===== src/rtl/memoria_pkg.sv =====
// Definitions shared by the memoria memory and the masters that drive it.
// Defining MAESTRO_MEMORIA_CHECK_EN adds the write read-back states.
package memoria_pkg;

   localparam int ADDR_W = 5;
   localparam int DATA_W = 14;

   typedef enum logic [2:0] {
      IDLE,
      WR,
      RD_ISSUE,
      RD_CAPT,
      RD_RESP,
      WR_RESP
`ifdef MAESTRO_MEMORIA_CHECK_EN
      ,
      CHK_ISSUE,
      CHK_CAPT
`endif
   } state_t;

endpackage


===== src/rtl/contador_rafaga.sv =====
// Burst bookkeeping: next address with modulo-32 wrap, beat counter, last-beat detect.
module contador_rafaga
   import memoria_pkg::*;
(
   input  logic [ADDR_W-1:0] addr,
   input  logic [ADDR_W-1:0] beat,
   input  logic [ADDR_W-1:0] len,
   output logic [ADDR_W-1:0] addr_next,
   output logic [ADDR_W-1:0] beat_next,
   output logic              last
);

   // The carry out of the ADDR_W-bit sum is dropped, so 31 wraps to 0.
   assign addr_next = addr + 1'b1;
   assign last      = (beat == len);
   assign beat_next = last ? beat : beat + 1'b1;

endmodule


===== src/rtl/maestro_memoria.sv =====
// Burst master for the memoria single-port memory: fill-word write bursts and read bursts.
// Defining MAESTRO_MEMORIA_CHECK_EN re-reads every write burst and flags mismatches on err.
module maestro_memoria
   import memoria_pkg::*;
(
   input  logic              clk,
   input  logic              rst,
   input  logic              req_valid,
   output logic              req_ready,
   input  logic              req_wr,
   input  logic [ADDR_W-1:0] req_addr,
   input  logic [ADDR_W-1:0] req_len,
   input  logic [DATA_W-1:0] req_wdata,
   output logic              rsp_valid,
   input  logic              rsp_ready,
   output logic [DATA_W-1:0] rsp_data,
   output logic              rsp_last,
   output logic              mem_en,
   output logic [ADDR_W-1:0] mem_address,
   output logic [DATA_W-1:0] mem_datain,
   input  logic [DATA_W-1:0] mem_dataout,
   output logic              err
);

   state_t            state;
   logic [ADDR_W-1:0] addr;
   logic [ADDR_W-1:0] beat;
   logic [ADDR_W-1:0] len;
   logic [DATA_W-1:0] fill;
   logic [ADDR_W-1:0] addr_next;
   logic [ADDR_W-1:0] beat_next;
   logic              last;
`ifdef MAESTRO_MEMORIA_CHECK_EN
   logic [ADDR_W-1:0] start;
   logic              err_q;
`endif

   contador_rafaga u_contador (
      .addr      (addr),
      .beat      (beat),
      .len       (len),
      .addr_next (addr_next),
      .beat_next (beat_next),
      .last      (last)
   );

   assign mem_address = addr;
   assign mem_datain  = fill;
`ifdef MAESTRO_MEMORIA_CHECK_EN
   assign err = err_q;
`else
   assign err = 1'b0;
`endif

   // NOTE: mem_en is a register, so a write beat already on the bus at a reset edge still lands in memoria.
   always_ff @(posedge clk) begin
      if (rst) begin
         state     <= IDLE;
         req_ready <= 1'b1;
         rsp_valid <= 1'b0;
         rsp_data  <= '0;
         rsp_last  <= 1'b0;
         mem_en    <= 1'b0;
         addr      <= '0;
         beat      <= '0;
         len       <= '0;
         fill      <= '0;
`ifdef MAESTRO_MEMORIA_CHECK_EN
         start     <= '0;
         err_q     <= 1'b0;
`endif
      end else begin
         case (state)
            IDLE: begin
               if (req_valid) begin
                  addr      <= req_addr;
                  len       <= req_len;
                  fill      <= req_wdata;
                  beat      <= '0;
                  req_ready <= 1'b0;
`ifdef MAESTRO_MEMORIA_CHECK_EN
                  start     <= req_addr;
`endif
                  if (req_wr) begin
                     state  <= WR;
                     mem_en <= 1'b1;
                  end else begin
                     state  <= RD_ISSUE;
                  end
               end
            end
            WR: begin
               if (last) begin
                  mem_en    <= 1'b0;
`ifdef MAESTRO_MEMORIA_CHECK_EN
                  addr      <= start;
                  beat      <= '0;
                  state     <= CHK_ISSUE;
`else
                  rsp_valid <= 1'b1;
                  rsp_data  <= '0;
                  rsp_last  <= 1'b1;
                  state     <= WR_RESP;
`endif
               end else begin
                  addr <= addr_next;
                  beat <= beat_next;
               end
            end
            RD_ISSUE: state <= RD_CAPT;
            RD_CAPT: begin
               rsp_data  <= mem_dataout;
               rsp_valid <= 1'b1;
               rsp_last  <= last;
               state     <= RD_RESP;
            end
            RD_RESP: begin
               if (rsp_ready) begin
                  rsp_valid <= 1'b0;
                  rsp_last  <= 1'b0;
                  if (last) begin
                     req_ready <= 1'b1;
                     state     <= IDLE;
                  end else begin
                     addr  <= addr_next;
                     beat  <= beat_next;
                     state <= RD_ISSUE;
                  end
               end
            end
            WR_RESP: begin
               if (rsp_ready) begin
                  rsp_valid <= 1'b0;
                  rsp_last  <= 1'b0;
                  req_ready <= 1'b1;
                  state     <= IDLE;
               end
            end
`ifdef MAESTRO_MEMORIA_CHECK_EN
            CHK_ISSUE: state <= CHK_CAPT;
            CHK_CAPT: begin
               if (mem_dataout != fill) err_q <= 1'b1;
               if (last) begin
                  rsp_valid <= 1'b1;
                  rsp_data  <= '0;
                  rsp_last  <= 1'b1;
                  state     <= WR_RESP;
               end else begin
                  addr  <= addr_next;
                  beat  <= beat_next;
                  state <= CHK_ISSUE;
               end
            end
`endif
            default: state <= IDLE;
         endcase
      end
   end

endmodule


===== config.mk =====
export PLATFORM = sky130hd
export DESIGN_NAME = maestro_memoria
export DESIGN_NICKNAME = d
export VERILOG_FILES = /design/src/rtl/memoria_pkg.sv /design/src/rtl/contador_rafaga.sv /design/src/rtl/maestro_memoria.sv
export SDC_FILE = /design/constraint.sdc
export NUM_CORES = 1
export LEC_CHECK = 0
export BUFFER_PORTS_ARGS = -buffer_cell sky130_fd_sc_hd__buf_2
export CAP_MARGIN = 10
export CELL_PAD_IN_SITES_DETAIL_PLACEMENT = 1
export CELL_PAD_IN_SITES_GLOBAL_PLACEMENT = 1
export CORE_MARGIN = 10
export CORE_UTILIZATION = 32
export DETAILED_ROUTE_END_ITERATION = 7
export PLACE_DENSITY = 0.77
export REMOVE_ABC_BUFFERS = 1
export SYNTH_ARGS = -nofsm -noshare
export SYNTH_HDL_FRONTEND = slang
export SYNTH_SLANG_ARGS = --single-unit
export TNS_END_PERCENT = 50

===== constraint.sdc =====
create_clock -name clk -period 1.5 [get_ports clk]
set_input_delay 0.15 -clock clk [delete_from_list [all_inputs] [get_ports clk]]
set_output_delay 0.15 -clock clk [all_outputs]
set_load 0.01 [all_outputs]

Word level (Yosys, flattened, before mapping)
Cells that the tools add are included.
- $add $sub $neg: 2
- equal/unequal tests: 13
- mux-type cells: 29
- reduce and logical (&&, ||, !) cells: 14
- operators with widths (cell ; count):
    $mux W5 ; 6
    $pmux W5 S3 ; 2
    $pmux W14 S2 ; 1
    $pmux W3 S6 ; 1
    $mux W14 ; 1
    $mux W3 ; 4
    $ne A2 B2 Y1 const B ; 6
    $add A5 B1 Y5 const B ; 2
    $pmux W1 S3 ; 3
    $reduce_bool A3 Y1 ; 3
    $mux W1 ; 8
    $reduce_and A4 Y1 ; 2
    $eq A3 B2 Y1 const B ; 2
    $eq A3 B3 Y1 const B ; 2
    $reduce_and A3 Y1 ; 2
    $eq A5 B5 Y1 ; 1
    $reduce_and A5 Y1 ; 1
    $mux W2 ; 2
    $reduce_and A2 Y1 ; 2
    $reduce_bool A2 Y1 ; 2
    $eq A3 B1 Y1 const B ; 1
    $logic_not A3 Y1 ; 1
    $ne A2 B1 Y1 const B ; 1
    $pmux W1 S2 ; 1
    $reduce_or A2 Y1 ; 1
- flip-flop bits (word level): 50
- input bits: 43

Depth between registers and ports, before layout
- depth in word-level cells: 4
- depth in mapped cells: 6

By module
A second synthesis with hierarchy kept.
- cell total of the unflattened synthesis: 259
- area total of the unflattened synthesis: 2293.4 sq um
- modules (own cells, without submodules) (module ; instances ; cells each ; area an instance (sq um) ; seq. area each (sq um)):
    maestro_memoria ; 1 ; 231 ; 2068.2 ; 1001.0
    contador_rafaga ; 1 ; 28 ; 225.2 ; 0.0

Worst setup path before layout
No wires, ideal clock.
- kind: reg2reg
- start: reg state[0]
- end: reg beat[3]
- library setup time: 0.072 ns
- data arrival time: 1.458 ns
- data required time: 1.428 ns
- slack: -0.029 ns
- stages on the path, launching flop included: 6
- clock period less this slack: 1.529 ns
- cells stage by stage: dfxtp_1 > buf_4 > nor4b_4 > nor2_2 > a211oi_1 > mux2i_1
- cells in the longest elaborated chain, start to end: 3
- elaborated cells between the ends (all ways): 8
- classes of those cells: eq/ne (4); mux (1); reduce/logical (3)
- ends and longest elaborated chain (item ; RTL line ; text):
    from (decl) ; maestro_memoria.sv:25 ; state_t state;
    from (signal assigned) ; maestro_memoria.sv:58 ; state <= IDLE;
    from (signal assigned) ; maestro_memoria.sv:85 ; state <= WR;
    from (signal assigned) ; maestro_memoria.sv:88 ; state <= RD_ISSUE;
    $eq A3 B3 Y1, or another cell as far along ; maestro_memoria.sv:73 ; case (state)
    $ne A2 B2 Y1 (no line) or $reduce_bool A3 Y1 (tied branches) ; - ;
    $reduce_and A3 Y1 (no line) ; - ;
    to (signal assigned) ; maestro_memoria.sv:107 ; beat <= beat_next;
    to (signal assigned) ; maestro_memoria.sv:126 ; beat <= beat_next;
    to (decl) ; maestro_memoria.sv:27 ; logic [ADDR_W-1:0] beat;
Several ways; a longest one is shown, not always the timed one.
A chain may end at the register's enable or synchronous reset.

Final worst setup path
- start: reg beat[3]
- end: reg beat[2]
- cells in the longest elaborated chain, start to end: 4
- ends and longest elaborated chain (item ; RTL line ; text):
    $eq A5 B5 Y1 (*) ; contador_rafaga.sv:15 ; assign last = (beat == len);
    $mux W5 (*) ; - ;
    $mux W5 ; - ;
    $pmux W5 S3 (*) ; - ;
Every way passes the cells marked *; elsewhere a longest branch is shown, timed or not. The select of a mux whose other input is x is not followed.

==> key figures <==
Outcome
  • Run status: finished with violations
  • Violations in the final reports: setup timing

Clocking
  • # hold bufs at CTS: 0
  • Clock input transition at the sequential cells of the worst setup and hold paths: 0.09 ns
  • Max Buffers Root-to-Sink: 2
  • Root Buffer Master: clkbuf_8
  • Clock buffer count from CTS: 5
  • TritonCTS Sinks: 50
  • H-tree depth: 2
  • CTS tree: done
  • Skew-Pair Late Insertion Delay: ~0.30 ns

Route
  • Final ANT Viol Nets: 0
  • Via count of the routed design: about 2.6k
  • Routed WL: roughly 8500 um
  • Drt first-iter violations: ~120
  • Highest routed metal layer: met4
  • Routed length on met3: about 470 um
  • Routed length per placed instance: between 15 and 20 um
  • Met2 wire length: ~4400 um
  • Via density per instance: 5.21
  • Met1 wire length: 3580 um
  • DRC violation count after routing: 0
  • First-pass DRT Iterations: 4

Floorplanning
  • Initial Utilization: 33.1%
  • Num rows: 31
  • Ports: 81
  • Core Footprint: approximately 7300 um2
  • Die outline area: 11400 um2
  • Overall die width: 107 um
  • Vert. Die Dim: between 100 and 150 um

Pwr
  • Total power after layout: about 4.1 mW
  • VDD IR-drop max: roughly 0.48 mV
  • Power per unit of standard cell area: about 1200 nW/um2
  • Pleak: about 1.5 nW

Global routing
  • Global router's overall resource usage: around 14%
  • Via count of the first global-routing pass: 2698
  • Initial antenna violation count: 0
  • Largest net degree at the start of global routing: 30
  • Total congestion overflow after global routing: 0
  • First-pass GRT wire length: between 10000 and 15000 um

Critical path
  • CP Launch Type: flop
  • Reg2reg setup slack: -0.004 ns
  • Endpoint type of the worst setup path: flop
  • Crit Path Max Fanout: 6
  • Required @ worst endpoint: 1.70 ns
  • Signal arrival time at the worst endpoint: 1.71 ns
  • Critical Setup Path Class: reg2reg

Logic synthesis
  • Top post-synthesis cells by area: dfxtp_1, nand2_1, nand3_1
  • Largest area contributor in the netlist: dfxtp_1
  • Yosys warnings: 0
  • Post-synthesis instance area: about 2400 um2
  • Post-synthesis area per instance: around 8.0 um2
  • Share of synthesized area occupied by flip-flops and latches: about two fifths
  • Area share of the largest cell type after synthesis: about two fifths
  • Instance count of the mapped netlist: 298
  • Library cells used by synthesis: 44
  • Synthesized flop and latch total: 50

Place
  • Dpl hpwl: a little under 6000 um
  • Dpl cell area: 3040 um2
  • Dpl ws: -0.166 ns
  • Placed Instances: 480
  • Count of input and output buffers: between 70 and 80
  • Final RePlAce weighted congestion: about 0.78

Timing
  • Setup violations, final: 1
  • Shortest clock period the worst path allows after layout: between 1.5 and 2 ns
  • Slew Limit Fails: 0
  • Worst hold slack after final layout: 0.0382 ns
  • Tightest slew margin relative to the limit: around three fifths
  • Tcrit/Tclk final: 100%
  • Final count of hold timing violations: 0
  • Max Fclk: around 660 MHz
  • Final setup margin: -0.00437 ns
  • Least-Margin Pin Slew: roughly 0.57 ns
  • Post-Route Skew: between 0.005 and 0.006 ns
  • Unrepaired setup endpoints after global routing: yes

Finish
  • Count of antenna diodes in the layout: 0
  • Net total in the final layout: between 400 and 500
  • Final instance area: 3400 um2
  • Relative area change from synthesis to final layout: 41.9%
  • Final Instance Count excl. Fillers: a little under 500
  • Count of fill cells added during filler insertion: between 900 and 1k
  • Share of layout cells above drive strength 1: about 40%

Worst hold path
  • Type of the tightest min-delay check: in2reg

Job
  • Total of max-cap violations: 0
critical path, stage by stage (launching register included):
cell,delay [ns]
dfxtp_1,0.41
xnor2_2,0.15
nand4_1,0.14
buf_6,0.18
buf_4,0.14
o211a_1,0.19
o211a_1,0.19
registers in the layout, indices dropped and copies added, names as in the netlist, 3 cells and up:
signal,flops
state,3
mem_address,5
rsp_data,14
mem_datain,14
len,5
beat,5
cell usage in the layout, fill, tap and decap left out, types with 3 or more instances in the layout:
cell type,instances
xnor2_2,4
a32o_1,3
o2111ai_1,8
buf_2,80
nand3_1,37
a21o_1,4
o2111ai_2,7
o21ai_0,7
dfxtp_1,39
or3_1,3
buf_4,31
nor3_1,3
a211oi_1,3
dfxtp_4,3
nand2_1,61
clkbuf_8,5
a21oi_1,29
dfxtp_2,8
mux2i_1,5
buf_6,3
inv_1,5
metrics by stage:
stage | setup TNS, ns | utilization [%]
5_1_grt | -0.182 | 46.9
3_3_place_gp | -1.96 | 41.9
4_1_cts | -0.00505 | 44.4
3_5_place_dp | -3.01 | 41.9
6_report | -0.00437 | 46.9
2_1_floorplan | -10.94 | -
metal layers:
metal / up-vias / global-route usage, %
li1: 1267 / -
met4: 0 / 4.55
met1: 1241 / 16.0
met2: 68 / 23.6
met3: 15 / 4.65
met5: - / 0
power breakdown:
group | switching, mW | total (mW) | internal [mW]
Combinational | 0.873 | 1.65 | 0.777
Sequential | 0.126 | 1.60 | 1.48
Clock | 0.472 | 0.803 | 0.331
Total | 1.47 | 4.06 | 2.59
synthesized netlist by cell type, drive strengths merged:
cell type	number
nand2	61
dfxtp	50
nand3	37
a21oi	30
clkbuf	17
o2111ai	15
o21ai	10
buf	9
xnor2	6
a211oi	5
inv	5
mux2i	5
a21o	4
nor2	4
nor3	4
a32o	3
or3	3
ha	2
nand4	2
nor2b	2
o211a	2
o21a	2
o311ai	2
o32ai	2
or4	2
xor2	2
a2111oi	1
a31oi	1
and3b	1
and4	1
clkinv	1
conb	1
nand2b	1
nor4	1
nor4b	1
o211ai	1
o21ba	1
or4b	1
cells by family (layout without fill, tap and decap cells):
kind of cell / Yosys count / in the layout / share of synthesized area, %
buffers and inverters: 32 / 132 / 5.69
xor gates and xnor gates: 8 / 8 / 2.92
adders and majority gates: 2 / 2 / 1.04
other: 1 / 1 / 0.156
and+or+nand+nor: 121 / 121 / 24.2
AOI/OAI and AO/OA: 79 / 79 / 22.2
DFF: 50 / 50 / 41.8
muxes: 5 / 5 / 2.09
timing repair:
action,CTS,global route
gates cloned,1,2
pin swaps,3,10
setup endpoints to repair,46,38
gates resized for setup,11,38
buffers inserted,2,4
worst paths after layout:
path,end,depth (start not counted),start
worst max-delay path,beat[2],6,beat[3]
worst min-delay path,rsp_data[9],3,mem_dataout[9]
worst max register to register,beat[2],6,beat[3]
worst min register to register,mem_datain[13],2,mem_datain[13]
final cells by class:
| cell class | instances | area (um2) | share of cell area (%) |
|---|---|---|---|
| multi-input combinational | 216 | 1380 | 40.7 |
| sequential | 50 | 1020 | 30.1 |
| tap | 99 | 124 | 3.64 |
| clock inverter | 2 | 13.8 | 0.405 |
| timing repair buffer | 118 | 759 | 22.3 |
| clock buffer | 6 | 72.6 | 2.13 |
| inverter | 6 | 26.3 | 0.773 |
No activity file was read; power rests on OpenSTA's default activity.
